[src/rtl/resize_pkg.sv]
// ---------------------------------------------------------------------------
// resize_pkg
// Shared definitions for the bilinear resize frame controller: the
// controller state encoding, dimension and output-count widths, and the
// default legal maxima for the input frame geometry.
// ---------------------------------------------------------------------------
package resize_pkg;

  localparam int DIM_W     = 10;   // width/height fields
  localparam int OCNT_W    = 20;   // output pixel count (10x10 product)
  localparam int MAX_W_DEF = 1023;
  localparam int MAX_H_DEF = 1023;

  typedef enum logic [2:0] {
    ST_IDLE,
    ST_ROW,
    ST_BLANK,
    ST_DRAIN,
    ST_DONE
  } state_e;

endpackage

[src/rtl/resize_drain_mon.sv]
// ---------------------------------------------------------------------------
// resize_drain_mon
// Tracks datapath output progress for one frame.
//   clk, rst_n     : clock, asynchronous active-low reset
//   load           : legal frame start; clears the count, registers the
//                    expected output count out_width*out_height
//   count_en       : frame in flight; o_data_en strobes are counted
//   drain          : controller is in DRAIN; idle timer runs
//   o_data_en      : datapath output pixel strobe
//   out_width/height: expected output geometry, sampled on load
//   count_met      : expected count reached, including this cycle's strobe
//   timeout        : DRAIN_TIMEOUT consecutive strobe-free DRAIN cycles
// ---------------------------------------------------------------------------
module resize_drain_mon
  import resize_pkg::*;
#(
  parameter int DRAIN_TIMEOUT = 4095
) (
  input  logic             clk,
  input  logic             rst_n,
  input  logic             load,
  input  logic             count_en,
  input  logic             drain,
  input  logic             o_data_en,
  input  logic [DIM_W-1:0] out_width,
  input  logic [DIM_W-1:0] out_height,
  output logic             count_met,
  output logic             timeout
);

  localparam int IDLE_W = $clog2(DRAIN_TIMEOUT + 2);

  logic [OCNT_W-1:0] out_cnt_q, out_cnt_d, out_cnt_inc;
  logic [OCNT_W-1:0] exp_cnt_q, exp_cnt_d;
  logic [IDLE_W-1:0] idle_q, idle_d;

  always_comb begin
    out_cnt_inc = out_cnt_q + OCNT_W'(o_data_en);
    out_cnt_d   = out_cnt_q;
    exp_cnt_d   = exp_cnt_q;
    if (load) begin
      out_cnt_d = '0;
      exp_cnt_d = OCNT_W'(out_width) * OCNT_W'(out_height);
    end else if (count_en) begin
      out_cnt_d = out_cnt_inc;
    end
    if (!drain || o_data_en) idle_d = '0;
    else                     idle_d = idle_q + IDLE_W'(1);
  end

  // Compare against the post-increment count so DONE follows the final
  // strobe by one cycle instead of two.
  assign count_met = (out_cnt_inc >= exp_cnt_q);
  assign timeout   = drain && !o_data_en && (idle_q == IDLE_W'(DRAIN_TIMEOUT - 1));

  always_ff @(posedge clk or negedge rst_n) begin
    if (!rst_n) begin
      out_cnt_q <= '0;
      exp_cnt_q <= '0;
      idle_q    <= '0;
    end else begin
      out_cnt_q <= out_cnt_d;
      exp_cnt_q <= exp_cnt_d;
      idle_q    <= idle_d;
    end
  end

endmodule

[src/rtl/resize_frame_ctrl.sv]
// ---------------------------------------------------------------------------
// resize_frame_ctrl
// Frame sequencer in front of the bilinear resize datapath. Accepts a
// valid/ready pixel stream, latches geometry at start, forwards pixels with
// programmable inter-row blanking, then waits for the datapath's output
// count to complete the frame (or time out).
//   start/abort         : frame request (IDLE only) / synchronous abort
//   cfg_*               : geometry, blanking and expected output size
//   s_valid/s_data/s_ready : source pixel stream
//   in_data_en/data_in  : registered datapath pixel strobe and data
//   width_in/height_in  : latched frame geometry
//   o_data_en           : datapath output strobe
//   busy, frame_done, err_cfg, err_timeout, frame_cnt : status
// ---------------------------------------------------------------------------
module resize_frame_ctrl
  import resize_pkg::*;
#(
  parameter int MAX_W         = MAX_W_DEF,
  parameter int MAX_H         = MAX_H_DEF,
  parameter int DRAIN_TIMEOUT = 4095
) (
  input  logic             clk,
  input  logic             rst_n,
  input  logic             start,
  input  logic             abort,
  input  logic [DIM_W-1:0] cfg_width,
  input  logic [DIM_W-1:0] cfg_height,
  input  logic [DIM_W-1:0] cfg_hblank,
  input  logic [DIM_W-1:0] cfg_out_width,
  input  logic [DIM_W-1:0] cfg_out_height,
  input  logic             s_valid,
  input  logic [7:0]       s_data,
  output logic             s_ready,
  output logic             in_data_en,
  output logic [7:0]       data_in,
  output logic [DIM_W-1:0] width_in,
  output logic [DIM_W-1:0] height_in,
  input  logic             o_data_en,
  output logic             busy,
  output logic             frame_done,
  output logic             err_cfg,
  output logic             err_timeout,
  output logic [15:0]      frame_cnt
);

  state_e           state_q, state_d;
  logic             s_ready_q, s_ready_d, busy_q, busy_d;
  logic             in_data_en_q, in_data_en_d;
  logic [7:0]       data_in_q, data_in_d;
  logic [DIM_W-1:0] width_q, width_d, height_q, height_d, hblank_q, hblank_d;
  logic [DIM_W-1:0] col_q, col_d, row_q, row_d, blank_q, blank_d;
  logic             frame_done_q, frame_done_d, err_cfg_q, err_cfg_d;
  logic             err_timeout_q, err_timeout_d;
  logic [15:0]      frame_cnt_q, frame_cnt_d;

  logic cfg_ok, accept, load, count_met, timeout;

  assign cfg_ok = (cfg_width  >= DIM_W'(2)) && (int'(cfg_width)  <= MAX_W) &&
                  (cfg_height >= DIM_W'(2)) && (int'(cfg_height) <= MAX_H) &&
                  (cfg_out_width != '0) && (cfg_out_height != '0);
  assign accept = s_valid && s_ready_q;
  assign load   = (state_q == ST_IDLE) && start && cfg_ok && !abort;

  resize_drain_mon #(.DRAIN_TIMEOUT(DRAIN_TIMEOUT)) u_drain_mon (
    .clk       (clk),
    .rst_n     (rst_n),
    .load      (load),
    .count_en  ((state_q == ST_ROW) || (state_q == ST_BLANK) || (state_q == ST_DRAIN)),
    .drain     (state_q == ST_DRAIN),
    .o_data_en (o_data_en),
    .out_width (cfg_out_width),
    .out_height(cfg_out_height),
    .count_met (count_met),
    .timeout   (timeout)
  );

  always_comb begin
    state_d       = state_q;
    width_d       = width_q;
    height_d      = height_q;
    hblank_d      = hblank_q;
    col_d         = col_q;
    row_d         = row_q;
    blank_d       = blank_q;
    frame_cnt_d   = frame_cnt_q;
    frame_done_d  = 1'b0;
    err_cfg_d     = 1'b0;
    err_timeout_d = 1'b0;
    in_data_en_d  = accept && !abort;
    data_in_d     = accept ? s_data : data_in_q;

    case (state_q)
      ST_IDLE: begin
        if (start && !abort) begin
          if (cfg_ok) begin
            width_d  = cfg_width;
            height_d = cfg_height;
            hblank_d = cfg_hblank;
            col_d    = '0;
            row_d    = '0;
            blank_d  = '0;
            state_d  = ST_ROW;
          end else begin
            err_cfg_d = 1'b1;
          end
        end
      end
      ST_ROW: begin
        if (accept) begin
          if (col_q == width_q - DIM_W'(1)) begin
            col_d   = '0;
            row_d   = row_q + DIM_W'(1);
            blank_d = '0;
            if (row_q == height_q - DIM_W'(1)) state_d = ST_DRAIN;
            else if (hblank_q != '0)           state_d = ST_BLANK;
          end else begin
            col_d = col_q + DIM_W'(1);
          end
        end
      end
      ST_BLANK: begin
        if (blank_q == hblank_q - DIM_W'(1)) begin
          blank_d = '0;
          state_d = ST_ROW;
        end else begin
          blank_d = blank_q + DIM_W'(1);
        end
      end
      ST_DRAIN: begin
        if (count_met) begin
          state_d = ST_DONE;
        end else if (timeout) begin
          err_timeout_d = 1'b1;
          state_d       = ST_IDLE;
        end
      end
      ST_DONE: begin
        // DONE spans two cycles so busy stays high while frame_done is
        // visible; a start issued alongside frame_done is then ignored.
        if (frame_done_q) begin
          state_d = ST_IDLE;
        end else begin
          frame_done_d = 1'b1;
          frame_cnt_d  = frame_cnt_q + 16'd1;
        end
      end
      default: state_d = ST_IDLE;
    endcase

    if (abort) begin
      state_d       = ST_IDLE;
      frame_done_d  = 1'b0;
      err_cfg_d     = 1'b0;
      err_timeout_d = 1'b0;
      frame_cnt_d   = frame_cnt_q;
    end

    s_ready_d = (state_d == ST_ROW);
    busy_d    = (state_d != ST_IDLE);
  end

  always_ff @(posedge clk or negedge rst_n) begin
    if (!rst_n) begin
      state_q       <= ST_IDLE;
      s_ready_q     <= 1'b0;
      busy_q        <= 1'b0;
      in_data_en_q  <= 1'b0;
      data_in_q     <= '0;
      width_q       <= '0;
      height_q      <= '0;
      hblank_q      <= '0;
      col_q         <= '0;
      row_q         <= '0;
      blank_q       <= '0;
      frame_done_q  <= 1'b0;
      err_cfg_q     <= 1'b0;
      err_timeout_q <= 1'b0;
      frame_cnt_q   <= '0;
    end else begin
      state_q       <= state_d;
      s_ready_q     <= s_ready_d;
      busy_q        <= busy_d;
      in_data_en_q  <= in_data_en_d;
      data_in_q     <= data_in_d;
      width_q       <= width_d;
      height_q      <= height_d;
      hblank_q      <= hblank_d;
      col_q         <= col_d;
      row_q         <= row_d;
      blank_q       <= blank_d;
      frame_done_q  <= frame_done_d;
      err_cfg_q     <= err_cfg_d;
      err_timeout_q <= err_timeout_d;
      frame_cnt_q   <= frame_cnt_d;
    end
  end

  assign s_ready     = s_ready_q;
  assign busy        = busy_q;
  assign in_data_en  = in_data_en_q;
  assign data_in     = data_in_q;
  assign width_in    = width_q;
  assign height_in   = height_q;
  assign frame_done  = frame_done_q;
  assign err_cfg     = err_cfg_q;
  assign err_timeout = err_timeout_q;
  assign frame_cnt   = frame_cnt_q;

endmodule

[config.mk]
export PLATFORM = sky130hd
export DESIGN_NAME = resize_frame_ctrl
export DESIGN_NICKNAME = d
export VERILOG_FILES = /design/src/rtl/resize_pkg.sv /design/src/rtl/resize_drain_mon.sv /design/src/rtl/resize_frame_ctrl.sv
export SDC_FILE = /design/constraint.sdc
export NUM_CORES = 1
export LEC_CHECK = 0
export ABC_AREA = 1
export CORE_ASPECT_RATIO = 1.4
export CORE_MARGIN = 5
export CORE_UTILIZATION = 54
export DETAILED_ROUTE_END_ITERATION = 16
export PLACE_DENSITY = 0.76
export SKIP_CTS_REPAIR_TIMING = 1
export SLEW_MARGIN = 20
export SYNTH_ARGS = -nofsm -noshare
export SYNTH_HDL_FRONTEND = slang
export SYNTH_SLANG_ARGS = --single-unit
[constraint.sdc]
create_clock -name clk -period 2.7 [get_ports clk]
set_input_delay 0.54 -clock clk [delete_from_list [all_inputs] [get_ports clk]]
set_output_delay 0.54 -clock clk [all_outputs]
set_load 0.005 [all_outputs]
==> impl_metrics.sql <==
INSERT INTO impl_metrics (metric_group, metric, value, unit) VALUES
('run_status', 'outcome', 'finished, violations left', ''),
('run_status', 'failing_checks', 'negative setup slack', ''),
('hold_path', 'worst_hold_path_type', 'flop to flop', ''),
('routing', 'wl_per_cell', '15.20', 'µm'),
('synth', 'cell_with_the_most_instances_after_synthesis', 'sky130_fd_sc_hd__nand2_1', ''),
('synth', 'syn-cell-area', '12090', 'µm²'),
('power_and_ir_drop', 'worst_ir_drop_vdd', '0.5862', 'mV'),
('timing', 'max-slew-margin-rel', '64.72', '%'),
('synth', 'yosysUniqueCellTypes', '49', ''),
('clocking', 'clock_tree.htree_level_count', '4', ''),
('timing', 'setup_violations', '22', ''),
('worst_setup_path', 'critical_path_data_required_time', '3020', 'ps'),
('die', 'dieArea', '25530', 'µm²'),
('cells_and_area', 'drive_gt1_share', '21.13', '%'),
('routing', 'route.vias.total', '11417', ''),
('cells_and_area', 'fillers', '1606', ''),
('clocking', 'cts_made_buffers', '17', ''),
('synth', 'synth.mux.area_fraction', '0.7449', '%'),
('clocking', 'root_buffer', 'sky130_fd_sc_hd__clkbuf_16', ''),
('cells_and_area', 'final_instance_count_excl_fillers', '2166', ''),
('synth', 'dominantRegCellSynth', 'sky130_fd_sc_hd__dfrtp_1', ''),
('clocking', 'cts_buffer_depth', '2', ''),
('power_and_ir_drop', 'leakagePower', '0.008345', 'µW'),
('synth', 'synth_seq_area_share', '30.21', '%'),
('cells_and_area', 'layout.nets', '2070', ''),
('synth', 'synth_xor_area_share', '4.780', '%'),
('routing', 'finalWirelength', '32920', 'µm'),
('die', 'die-height', '187.1', 'µm'),
('routing', 'detail_route.drc_violations', '0', ''),
('worst_setup_path', 'critical_path.startpoint_type', 'primary input', ''),
('cells_and_area', 'antenna_cells', '0', ''),
('die', 'chip_width', '136.5', 'µm'),
('synth', 'yosys.area_share.simple', '26.31', '%'),
('timing', 'worst-slew-pin-transition', '525.2', 'ps'),
('grt', 'antenna_found_initial', '0', ''),
('place', 'post-place-cells', '2118', ''),
('worst_setup_path', 'timing.critical_path.arrival', '4710', 'ps'),
('timing', 'setup_total_negative_slack', '-24390', 'ps'),
('routing', 'first_pass_iters', '8', ''),
('synth', 'synth_top_family_by_area', 'simple AND/OR/NAND/NOR gates', ''),
('synth', 'synthesis.area_per_instance', '7.512', 'µm²'),
('grt', 'gr-usage-all-layers', '25.19', '%'),
('grt', 'grt_pass1_wl', '52560', 'µm'),
('place', 'place_congestion', '0.9070', ''),
('timing', 'timing_hold_violations_final', '0', ''),
('grt', 'grt_pass1_vias', '11548', ''),
('routing', 'drt_first_iter_violations', '547', ''),
('timing', 'rsz0062_at_grt', 'yes', ''),
('place', 'dp.final_hpwl', '24880', 'µm'),
('grt', 'grt_max_degree', '57', ''),
('worst_setup_path', 'critical-path-max-stage-delay', '550', 'ps'),
('grt', 'grt_overflow_total', '0', ''),
('synth', 'netlist.area_leader.share', '30.21', '%'),
('synth', 'synth_top_area_cell', 'sky130_fd_sc_hd__dfrtp_1', ''),
('timing', 'worst_hold_slack', '472.0', 'ps'),
('synth', 'synthesized_nets', '1823', ''),
('clocking', 'clkLatencyLatePin', '430', 'ps'),
('routing', 'drt-vias-per-instance', '5.271', ''),
('timing', 'fmax', '0.2278', 'GHz'),
('place', 'io_buffer_count', '113', ''),
('synth', 'synth_warnings', '0', ''),
('synth', 'synth-adder-area-share', '19.26', '%'),
('cells_and_area', 'multi_input_gate_area_in_the_final_layout', '7974', 'µm²'),
('synth', 'netlist_top_cells_count', 'sky130_fd_sc_hd__nand2_1, sky130_fd_sc_hd__inv_1, sky130_fd_sc_hd__dfrtp_1', ''),
('synth', 'synth_top_cells_by_area', 'sky130_fd_sc_hd__dfrtp_1, sky130_fd_sc_hd__nand2_1, sky130_fd_sc_hd__fa_1', ''),
('worst_setup_path', 'end_kind', 'flop', ''),
('clocking', 'cts_tree', 'built', ''),
('clocking', 'worst_setup_hold_path_clk_slew', '60', 'ps'),
('timing', 'drv_slew', '0', ''),
('timing', 'worst_slack', '-1690', 'ps'),
('worst_setup_path', 'worstPathMaxFanout', '4', '');
[state kept, by name, indices dropped and copies added, names as in the netlist]
name and flops:
u_drain_mon.out_cnt_q 20, row_q 10, state_q 3, frame_cnt 16
u_drain_mon.idle_q 13, u_drain_mon.exp_cnt_q 20, err_timeout 1, err_cfg 1
blank_q 10, in_data_en 1, data_in 8, frame_done 1
height_in 10, width_in 10, busy 1, s_ready 1
hblank_q 10, col_q 10
[power by group]
group / total, µW / internal (µW) / switching [µW]
Clock: 2470 / 1500 / 965
Combinational: 6800 / 3180 / 3620
Sequential: 2660 / 2450 / 216
Total: 11900 / 7140 / 4800
[cell families after synthesis]
logic type,count (synthesis)
AND/OR/NAND/NOR,718
buffers and inverters,349
AO/OA/AOI/OAI,174
flip-flops,146
adder cells (fa/ha/maj),149
XOR/XNOR,66
multiplexers,8
[routing by layer]
| layer | up-vias | part of all wire [%] | track usage, % | wire, µm |
|---|---|---|---|---|
| met5 | - | 0 | 0 | 0 |
| met2 | 397 | 52 | 44.36 | 17060 |
| met4 | 0 | 4.3 | 11.48 | 1403 |
| li1 | 5535 | - | - | - |
| met1 | 5378 | 39 | 29.50 | 12780 |
| met3 | 107 | 5.1 | 4.279 | 1681 |
[critical path: cells and delay by family]
family          cells  cell delay, ps
compound gates      5             570
buf+inv             5             340
simple gates        4             480
fa+ha+maj           6            2780
[path summary, 6_finish.rpt]
check / start / end / slack, ps / cells past startpoint
min reg2reg: frame_cnt[15] / frame_cnt[15] / 470 / 1
min: frame_cnt[15] / frame_cnt[15] / 470 / 1
max reg2reg: u_drain_mon.out_cnt_q[0] / s_ready / -610 / 19
min in group asynchronous: rst_n / u_drain_mon.idle_q[2] / 520 / 2
max: cfg_out_height[5] / u_drain_mon.exp_cnt_q[18] / -1690 / 20
max in group asynchronous: rst_n / height_in[0] / 1450 / 3
[metrics by stage]
stage	worst slack [ps]	area (µm²)	util, %	power, µW
after CTS	-2209	15430	70.31	10530
after global routing	-1779	16180	73.72	12740
after floorplan	-1881	12620	-	6087
after global placement	-2513	14820	67.54	7828
after detailed placement	-2645	14820	67.54	7985
final	-1690	16180	73.72	11940
[area by class of cell]
type	instances	area share (%)
Clock buffer	20	2.823
Clock inverter	11	0.9360
Inverter	310	7.209
Multi-Input combinational cell	1116	49.30
Sequential cell	146	22.59
Tap cell	297	2.297
Timing Repair Buffer	266	14.85
[cells in the final DEF (no fill, tap or decap), drive strengths merged, types with 5 or more instances in the layout]
cell and instances:
nor3 36, buf 171, o21ai 107, nor2 116, nand3 101, dfrtp 146
nand2 415, or2 5, o22ai 13, xnor2 19, ha 87, clkdlybuf4s50 92
fa 62, nand3b 9, nor4 8, inv 313, clkbuf 20, a21oi 37
mux2 8, xor2 47, nand4 24
(Power assumes the default switching activity.)
